--- src/rtl/axi_lite_uart_regs.sv ---
// AXI-lite register front end for the UART: TX/RX byte FIFOs, sticky overflow
// flags and the baud divisor, with independent read and write channel FSMs.
module axi_lite_uart_regs #(
    parameter int          ADDR_W    = 32,
    parameter int          TX_DEPTH  = 8,
    parameter int          RX_DEPTH  = 8,
    parameter logic [15:0] DIV_RESET = 16'd434
) (
    input  logic              aclk,
    input  logic              areset,
    input  logic [ADDR_W-1:0] AWADDR,
    input  logic              AWVALID,
    output logic              AWREADY,
    input  logic [31:0]       WDATA,
    input  logic [3:0]        WSTRB,
    input  logic              WVALID,
    output logic              WREADY,
    output logic [1:0]        BRESP,
    output logic              BVALID,
    input  logic              BREADY,
    input  logic [ADDR_W-1:0] ARADDR,
    input  logic              ARVALID,
    output logic              ARREADY,
    output logic [31:0]       RDATA,
    output logic [1:0]        RRESP,
    output logic              RVALID,
    input  logic              RREADY,
    output logic [7:0]        tx_data,
    output logic              tx_valid,
    input  logic              tx_ready,
    input  logic [7:0]        rx_data,
    input  logic              rx_valid,
    output logic [15:0]       baud_div
);
    localparam int TX_PW = $clog2(TX_DEPTH);
    localparam int RX_PW = $clog2(RX_DEPTH);
    localparam logic [TX_PW:0] TX_FULL_CNT = (TX_PW+1)'(TX_DEPTH);
    localparam logic [RX_PW:0] RX_FULL_CNT = (RX_PW+1)'(RX_DEPTH);
    localparam logic [1:0] RESP_OKAY   = 2'b00;
    localparam logic [1:0] RESP_SLVERR = 2'b10;

    typedef enum logic [1:0] {W_IDLE, W_DATA, W_RESP} wstate_e;
    typedef enum logic       {R_IDLE, R_DATA}         rstate_e;

    wstate_e            wstate_q, wstate_d;
    rstate_e            rstate_q, rstate_d;
    logic [ADDR_W-1:2]  awaddr_q, awaddr_d;
    logic [1:0]         bresp_q, bresp_d, rresp_q, rresp_d;
    logic [31:0]        rdata_q, rdata_d;
    logic [15:0]        baud_q, baud_d;
    logic               tx_ovf_q, tx_ovf_d, rx_ovf_q, rx_ovf_d;
    logic [TX_PW-1:0]   tx_wptr_q, tx_wptr_d, tx_rptr_q, tx_rptr_d;
    logic [TX_PW:0]     tx_cnt_q, tx_cnt_d;
    logic [RX_PW-1:0]   rx_wptr_q, rx_wptr_d, rx_rptr_q, rx_rptr_d;
    logic [RX_PW:0]     rx_cnt_q, rx_cnt_d;
    logic [7:0]         tx_mem_q [TX_DEPTH];
    logic [7:0]         rx_mem_q [RX_DEPTH];

    logic        tx_full, tx_empty, rx_full, rx_empty;
    logic        tx_push_req, tx_push, tx_pop, rx_push, rx_pop;
    logic        tx_ovf_clr, rx_ovf_clr;
    logic        waddr_ok, raddr_ok;
    logic [31:0] status;
    logic        unused_bits;

    assign tx_full  = (tx_cnt_q == TX_FULL_CNT);
    assign tx_empty = (tx_cnt_q == '0);
    assign rx_full  = (rx_cnt_q == RX_FULL_CNT);
    assign rx_empty = (rx_cnt_q == '0);
    assign status   = {26'b0, rx_ovf_q, tx_ovf_q, rx_empty, rx_full, tx_empty, tx_full};
    assign waddr_ok = (awaddr_q[ADDR_W-1:4] == '0);
    assign raddr_ok = (ARADDR[ADDR_W-1:4] == '0);
    assign unused_bits = &{1'b0, ARADDR[1:0], AWADDR[1:0], WDATA[31:16], WSTRB[3:2]};

    always_comb begin
        wstate_d    = wstate_q;
        awaddr_d    = awaddr_q;
        bresp_d     = bresp_q;
        baud_d      = baud_q;
        tx_push_req = 1'b0;
        tx_ovf_clr  = 1'b0;
        rx_ovf_clr  = 1'b0;
        case (wstate_q)
            W_IDLE: if (AWVALID) begin
                awaddr_d = AWADDR[ADDR_W-1:2];
                wstate_d = W_DATA;
            end
            W_DATA: if (WVALID) begin
                wstate_d = W_RESP;
                bresp_d  = waddr_ok ? RESP_OKAY : RESP_SLVERR;
                if (waddr_ok) begin
                    case (awaddr_q[3:2])
                        2'd0: tx_push_req = WSTRB[0];
                        2'd2: if (WSTRB[0]) begin
                            tx_ovf_clr = WDATA[4];
                            rx_ovf_clr = WDATA[5];
                        end
                        2'd3: begin
                            if (WSTRB[0]) baud_d[7:0]  = WDATA[7:0];
                            if (WSTRB[1]) baud_d[15:8] = WDATA[15:8];
                        end
                        default: ;
                    endcase
                end
            end
            W_RESP: if (BREADY) wstate_d = W_IDLE;
            default: wstate_d = W_IDLE;
        endcase
    end

    // Read data is captured at the AR handshake so it stays stable while RREADY is low.
    always_comb begin
        rstate_d = rstate_q;
        rdata_d  = rdata_q;
        rresp_d  = rresp_q;
        rx_pop   = 1'b0;
        case (rstate_q)
            R_IDLE: if (ARVALID) begin
                rstate_d = R_DATA;
                rdata_d  = '0;
                rresp_d  = raddr_ok ? RESP_OKAY : RESP_SLVERR;
                if (raddr_ok) begin
                    case (ARADDR[3:2])
                        2'd1: if (rx_empty) begin
                            rdata_d = 32'h8000_0000;
                        end else begin
                            rdata_d = {24'b0, rx_mem_q[rx_rptr_q]};
                            rx_pop  = 1'b1;
                        end
                        2'd2: rdata_d = status;
                        2'd3: rdata_d = {16'b0, baud_q};
                        default: ;
                    endcase
                end
            end
            R_DATA: if (RREADY) rstate_d = R_IDLE;
            default: rstate_d = R_IDLE;
        endcase
    end

    // Full/empty come from the registered counts, so a same-cycle pop never rescues a push.
    always_comb begin
        tx_push   = tx_push_req && !tx_full;
        tx_pop    = !tx_empty && tx_ready;
        rx_push   = rx_valid && !rx_full;
        tx_wptr_d = tx_push ? tx_wptr_q + TX_PW'(1) : tx_wptr_q;
        tx_rptr_d = tx_pop  ? tx_rptr_q + TX_PW'(1) : tx_rptr_q;
        rx_wptr_d = rx_push ? rx_wptr_q + RX_PW'(1) : rx_wptr_q;
        rx_rptr_d = rx_pop  ? rx_rptr_q + RX_PW'(1) : rx_rptr_q;
        tx_cnt_d  = tx_cnt_q;
        case ({tx_push, tx_pop})
            2'b10:   tx_cnt_d = tx_cnt_q + (TX_PW+1)'(1);
            2'b01:   tx_cnt_d = tx_cnt_q - (TX_PW+1)'(1);
            default: ;
        endcase
        rx_cnt_d = rx_cnt_q;
        case ({rx_push, rx_pop})
            2'b10:   rx_cnt_d = rx_cnt_q + (RX_PW+1)'(1);
            2'b01:   rx_cnt_d = rx_cnt_q - (RX_PW+1)'(1);
            default: ;
        endcase
        tx_ovf_d = (tx_ovf_q && !tx_ovf_clr) || (tx_push_req && tx_full);
        rx_ovf_d = (rx_ovf_q && !rx_ovf_clr) || (rx_valid && rx_full);
    end

    always_ff @(posedge aclk) begin
        if (areset) begin
            wstate_q  <= W_IDLE;
            rstate_q  <= R_IDLE;
            awaddr_q  <= '0;
            bresp_q   <= '0;
            rresp_q   <= '0;
            rdata_q   <= '0;
            baud_q    <= DIV_RESET;
            tx_ovf_q  <= 1'b0;
            rx_ovf_q  <= 1'b0;
            tx_wptr_q <= '0;
            tx_rptr_q <= '0;
            tx_cnt_q  <= '0;
            rx_wptr_q <= '0;
            rx_rptr_q <= '0;
            rx_cnt_q  <= '0;
        end else begin
            wstate_q  <= wstate_d;
            rstate_q  <= rstate_d;
            awaddr_q  <= awaddr_d;
            bresp_q   <= bresp_d;
            rresp_q   <= rresp_d;
            rdata_q   <= rdata_d;
            baud_q    <= baud_d;
            tx_ovf_q  <= tx_ovf_d;
            rx_ovf_q  <= rx_ovf_d;
            tx_wptr_q <= tx_wptr_d;
            tx_rptr_q <= tx_rptr_d;
            tx_cnt_q  <= tx_cnt_d;
            rx_wptr_q <= rx_wptr_d;
            rx_rptr_q <= rx_rptr_d;
            rx_cnt_q  <= rx_cnt_d;
        end
    end

    // Storage needs no reset; the pointers and counts define what is valid.
    always_ff @(posedge aclk) begin
        if (tx_push) tx_mem_q[tx_wptr_q] <= WDATA[7:0];
        if (rx_push) rx_mem_q[rx_wptr_q] <= rx_data;
    end

    assign AWREADY  = (wstate_q == W_IDLE) && !areset;
    assign WREADY   = (wstate_q == W_DATA) && !areset;
    assign ARREADY  = (rstate_q == R_IDLE) && !areset;
    assign BVALID   = (wstate_q == W_RESP);
    assign RVALID   = (rstate_q == R_DATA);
    assign BRESP    = bresp_q;
    assign RRESP    = rresp_q;
    assign RDATA    = rdata_q;
    assign tx_data  = tx_mem_q[tx_rptr_q];
    assign tx_valid = !tx_empty;
    assign baud_div = baud_q;
endmodule

--- config.mk ---
export PLATFORM = sky130hd
export DESIGN_NAME = axi_lite_uart_regs
export DESIGN_NICKNAME = d
export VERILOG_FILES = /design/src/rtl/axi_lite_uart_regs.sv
export SDC_FILE = /design/constraint.sdc
export NUM_CORES = 1
export LEC_CHECK = 0
export CAP_MARGIN = 10
export CORE_ASPECT_RATIO = 1.2
export CORE_UTILIZATION = 53
export CTS_BUF_LIST = sky130_fd_sc_hd__clkbuf_4 sky130_fd_sc_hd__clkbuf_8
export DETAILED_ROUTE_END_ITERATION = 6
export GPL_TIMING_DRIVEN = 0
export PLACE_DENSITY = 0.84
export SYNTH_ARGS = -nofsm -noshare
export SYNTH_HDL_FRONTEND = slang
export SYNTH_SLANG_ARGS = --single-unit
--- constraint.sdc ---
create_clock -name aclk -period 3.2 [get_ports aclk]
set_input_delay 0.64 -clock aclk [delete_from_list [all_inputs] [get_ports aclk]]
set_output_delay 0.64 -clock aclk [all_outputs]
set_load 0.02 [all_outputs]
==> flow_summary.ini, run 1 <==
[synthesis]
ys_seq_area_frac = 0.636
synth_warnings = 0
syn_inst = 695
synthArstFlopShare = 0
synth_edf_count = 128
synth-seq-cells = 224
synth_area_um2 = 9060
synth_ff_type = edfxtp_1
synth.distinct_cells = 51
avgSynthCellArea_um2 = 13.0

[power]
ir_worst_vdd_uv = 352
p_per_area_nw_per_um2 = 511
leakagePower_uw = 0.00401
total_power_uw = 5940

[min_path]
hold_depth = 2
worstHoldPathType = flip-flop to flip-flop

[worst_setup_path]
worstPathArrival_ns = 2.47
cp_top_family = buffers and inverters
max_stage_delay_ns = 0.53
cp_num_buf_inv = 2
reg2reg_depth = 11
end_kind = output pin
r2r_end = rx_cnt_q[2]
worstSetupStartpointType = flip-flop
path_class = flip-flop to output pin
cp_num_cells = 4
cp.required_ns = 2.56
crit_fanout = 10
reg2reg_from = rx_cnt_q[1]
crit_slowest_cell = clkdlybuf4s50_1
cp-endpoint = tx_data[5]
r2r_setup_slack_ns = 0.31
path_cells = clkbuf_4 > mux4_2 > mux2_2 > clkdlybuf4s50_1

[floorplan]
die_h_um = 145
die_w_um = 121
top_level_ports = 183
std_cell_rows = 52
start_util = 0.540
die-area_um2 = 17600
coreArea_um2 = 16800

[timing]
hold_viol = 0
slew_headroom = 0.368
period_minus_slack_ns = 3.11
worstMarginPinSlew_ns = 0.940
period_share = 0.972
setup_viol = 0
slew_viol_final = 0
setup_tns_ns = 0
worst_clock_skew_ns = 0.0172
max_freq_ghz = 0.322
rsz0062_at_grt = false

[clocking]
ctsHtreeMaxLevel = 2
clk_path_buf_depth = 3
cts_setup_buffers = 0
cts_buffers = 35
clk_latency_ns = 0.50
cts_tree = built
hold_buffers = 0
numClockSinks = 224
root_buffer = clkbuf_8
clk_pin_slew_ns = 0.06

[finish]
fin_nets = 1021
layout_common_cells = clkdlybuf4s50_1, edfxtp_1, dfxtp_1
syn_to_final_growth_pct = 28.3
drive_above_1_share = 0.171
utilization = 0.693
fill_cells = 1189
layout_commonest_cell = clkdlybuf4s50_1

[place]
dp.final_hpwl_mm = 15.0
portBuffers = 142
gp_congestion = 0.771

[global_route]
gr-total-overflow = 0
grt_use_total = 0.239
grt_pass1_wl_mm = 32.1
grt_max_degree = 11
antenna_found_initial = 1
grt_pass1_vias = 6231

[routing]
dr.pass1.iters = 5
wl_per_cell_um = 18.1
routed_wl_mm = 20.6
via_count = 6264
via_per_inst = 5.51
drtIter0Drc = 332
ant_nets = 0
remaining_drc_errors = 0

[status]
status = finished clean

[flow_run]
drv_cap = 0
worst min path at each step:
stage                             from            to  slack (ns)
after global placement    awaddr_q[23]  awaddr_q[23]        0.44
after detailed placement  awaddr_q[25]  awaddr_q[25]        0.45
final                     awaddr_q[25]  awaddr_q[25]        0.45
after global routing      awaddr_q[25]  awaddr_q[25]        0.47
after floorplan           awaddr_q[20]  awaddr_q[20]        0.44
after CTS                 awaddr_q[25]  awaddr_q[25]        0.46
registers in the layout, indices dropped and copies added (netlist names), named ones only:
name and flops:
tx_mem_q 64, tx_ovf_q 1, RRESP 1, rx_cnt_q 4, BRESP 1, rx_rptr_q 3
wstate_q 2, rx_ovf_q 1, tx_wptr_q 3, baud_div 16, rx_wptr_q 3, RVALID 1
awaddr_q 30, tx_cnt_q 4, RDATA 17, rx_mem_q 64, tx_rptr_q 3
layer usage:
| metal | up-vias | GRT usage | wire length (µm) |
|---|---|---|---|
| li1 | 2942 | - | - |
| met1 | 3024 | 0.284 | 7950 |
| met2 | 241 | 0.419 | 10900 |
| met3 | 57 | 0.0346 | 1020 |
| met4 | 0 | 0.116 | 721 |
| met5 | - | 0 | 0 |
cell usage after synthesis, drive strengths merged (3+ instances only):
| cell | count | area share |
|---|---|---|
| edfxtp | 128 | 0.42 |
| dfxtp | 96 | 0.21 |
| nand2 | 92 | 0.038 |
| nor2 | 59 | 0.024 |
| a21oi | 48 | 0.027 |
| mux4 | 32 | 0.080 |
| clkbuf | 29 | 0.012 |
| buf | 26 | 0.019 |
| nor4 | 19 | 0.018 |
| mux2 | 16 | 0.020 |
| mux2i | 16 | 0.018 |
| nor3 | 16 | 0.0088 |
| o21ai | 12 | 0.0066 |
| ha | 10 | 0.014 |
| xor2 | 9 | 0.0087 |
| a22oi | 8 | 0.0066 |
| inv | 7 | 0.0029 |
| nand2b | 7 | 0.0048 |
| a211oi | 6 | 0.0050 |
| nor2b | 6 | 0.0041 |
| xnor2 | 5 | 0.0048 |
| a222oi | 4 | 0.0044 |
| nand4 | 4 | 0.0035 |
| nor3b | 4 | 0.0033 |
| a32oi | 3 | 0.0029 |
| nand3 | 3 | 0.0017 |
| nand3b | 3 | 0.0025 |
| nor4b | 3 | 0.0029 |
cells by family after synthesis:
family                     after synthesis  synth area share
and+or+nand+nor                        229             0.124
DFF                                    224             0.636
AOI/OAI and AO/OA                       91            0.0612
muxes                                   64             0.117
buffers and inverters                   62            0.0337
xor gates and xnor gates                14            0.0135
adders and majority gates               10            0.0138
other                                    1          0.000414
power by group:
group / switching, µW / leakage (µW) / internal [µW] / total (µW)
sequential: 33.3 / 0.00194 / 3100 / 3130
clock: 1050 / 0.000378 / 1330 / 2380
combinational: 222 / 0.00170 / 210 / 431
total: 1300 / 0.00401 / 4640 / 5940
per-stage QoR:
stage               cell area, µm²  hold WS [ns]  setup slack (ns)  cells
floorplan                     9120         0.436             0.333    711
global placement             10800         0.444            -0.739   1069
detailed placement           10900         0.451            -0.495   1073
CTS                          11600         0.459            0.0244   1133
global route                 11600         0.470           0.00228   1136
finish                       11600         0.455            0.0904   1136
layout make-up:
type                    count  area, µm²  share of cell area
flip-flops and latches    224       5770               0.496
clock inverters            12       87.6             0.00753
repair buffers            148       1470               0.127
diodes                      1       2.50            0.000215
well taps                 216        270              0.0232
multi-input cells         425       3090               0.266
plain buffers              53        289              0.0249
clock buffers              50        619              0.0533
inverters                   7       26.3             0.00226
worst reg2reg max path, cell delays in order, from the launching register on:
cell and delay, ns:
dfxtp_1 0.30, clkbuf_1 0.32, nor4b_1 0.13, nor2b_1 0.42, inv_1 0.26, ha_1 0.33
xor2_1 0.17, ha_1 0.19, a21oi_1 0.15, xor2_1 0.10, or3_1 0.31, a21oi_1 0.14
repair_timing:
item	4_1_cts	5_1_grt
cloned	0	0
resized for setup	9	7
setup endpoints to repair	11	8
Power figures use the tool's default switching activity.
==> inputs of run 2 (changes only) <==
--- a/config.mk
+++ b/config.mk
@@ -15,3 +15,4 @@
 export SYNTH_ARGS = -nofsm -noshare
 export SYNTH_HDL_FRONTEND = slang
 export SYNTH_SLANG_ARGS = --single-unit
+export TNS_END_PERCENT = 20
==> constraint.sdc (replaced) <==
create_clock -name aclk -period 3.2 [get_ports aclk]
set_input_delay 0.64 -clock aclk [delete_from_list [all_inputs] [get_ports aclk]]
set_output_delay 0.64 -clock aclk [all_outputs]
set_load 0.005 [all_outputs]
==> flow_summary.ini, run 2 (same netlist as run 1, synthesis figures left out) <==
[status]
status = finished clean

[floorplan]
std_cell_rows = 52
start_util = 0.540
die_h_um = 145
die-area_um2 = 17600
coreArea_um2 = 16800
top_level_ports = 183
die_w_um = 121

[global_route]
grt_max_degree = 11
grt_pass1_vias = 6236
antenna_found_initial = 1
gr-total-overflow = 0
grt_pass1_wl_mm = 32.1
grt_use_total = 0.239

[power]
total_power_uw = 5920
ir_worst_vdd_uv = 352
leakagePower_uw = 0.00398
p_per_area_nw_per_um2 = 510

[worst_setup_path]
crit_fanout = 10
cp_num_buf_inv = 4
path_class = primary input to output pin
max_stage_delay_ns = 0.55
worstSetupStartpointType = primary input
cp.required_ns = 2.56
path_cells = clkdlybuf4s50_1 > clkbuf_1 > clkbuf_2 > nor3_1 > clkdlybuf4s50_1
cp_top_family = buffers and inverters
crit_slowest_cell = clkdlybuf4s50_1
worstPathArrival_ns = 2.46
end_kind = output pin
crit_top_cell = clkdlybuf4s50_1

[routing]
routed_wl_mm = 20.5
wl_per_cell_um = 18.1
drtIter0Drc = 387
via_count = 6219
dr.pass1.iters = 4
ant_nets = 0
via_per_inst = 5.47
remaining_drc_errors = 0

[timing]
slew_headroom = 0.365
setup_tns_ns = 0
slew_viol_final = 0
max_freq_ghz = 0.323
worstMarginPinSlew_ns = 0.945
period_share = 0.969
rsz0062_at_grt = false
setup_viol = 0
hold_viol = 0
period_minus_slack_ns = 3.10
worst_clock_skew_ns = 0.0158

[flow_run]
drv_cap = 0

[place]
gp_congestion = 0.771
dp.final_hpwl_mm = 15.0
portBuffers = 142

[min_path]
worstHoldPathType = flip-flop to flip-flop

[clocking]
hold_buffers = 0
numClockSinks = 224
clk_latency_ns = 0.50
clk_pin_slew_ns = 0.06
root_buffer = clkbuf_8
cts_tree = built
clk_path_buf_depth = 3
ctsHtreeMaxLevel = 2
cts_buffers = 35

[finish]
layout_commonest_cell = clkdlybuf4s50_1
layout_common_cells = clkdlybuf4s50_1, edfxtp_1, dfxtp_1
syn_to_final_growth_pct = 28.1
drive_above_1_share = 0.170
reg_top3 = rx_mem_q: 64 flops, tx_mem_q: 64 flops, awaddr_q: 30 flops
fin_nets = 1021
-- run 2: cell count changes in the layout (fill, tap and decap cells not counted) --
cell,previous run,this run
clkdlybuf4s50_1,139,142
clkbuf_2,3,2
buf_8,1,0
buf_6,0,1
dlymetal6s2s_1,3,0
clkbuf_1,24,25
-- run 2: path summary, 6_finish.rpt --
check | start | to | slack [ns] | cells past startpoint
worst max-delay path | areset | AWREADY | 0.10 | 5
worst min-delay path | awaddr_q[25] | awaddr_q[25] | 0.46 | 2
worst max register to register | rx_cnt_q[1] | rx_cnt_q[2] | 0.31 | 11
worst min register to register | awaddr_q[25] | awaddr_q[25] | 0.46 | 2
-- run 2: repair_timing --
item                                    in CTS  in global routing
setup buffers                                0                  0
gates resized for setup                      8                  2
endpoints found under the setup margin      11                 10
pin swaps                                    0                  0
-- run 2: layout make-up --
type	count	area [µm²]
sequential	224	5770
fill	1192	5170
multi-input combinational	425	3090
timing repair buffer	148	1460
clock buffer	50	619
buffer	53	284
tap	216	270
clock inverter	12	87.6
inverter	7	26.3
antenna	1	2.50
-- run 2: worst min-delay path, stage by stage, from the launching register on --
cell     delay [ns]
dfxtp_1        0.31
nand2_1        0.05
a21oi_1        0.05
-- run 2: through the flow --
stage	std cells	hold slack [ns]	util	setup slack (ns)	instance area (µm²)
after floorplan	711	0.436	-	0.333	9120
after global placement	1069	0.444	0.644	-0.739	10800
after detailed placement	1073	0.451	0.648	-0.495	10900
after CTS	1134	0.459	0.691	0.0108	11600
after global routing	1136	0.470	0.692	0.0247	11600
final	1136	0.457	0.692	0.100	11600
-- run 2: routing by layer --
layer | global-route usage | routed length [µm] | vias to the layer above
met4 | 0.116 | 729 | 0
met3 | 0.0346 | 888 | 59
met1 | 0.284 | 8030 | 3012
li1 | - | - | 2937
met5 | 0 | 0 | -
met2 | 0.419 | 10900 | 211
-- run 2: report_power, final --
group / internal [µW] / switching, µW
sequential: 3100 / 33.4
combinational: 208 / 202
clock: 1330 / 1040
total: 4640 / 1280
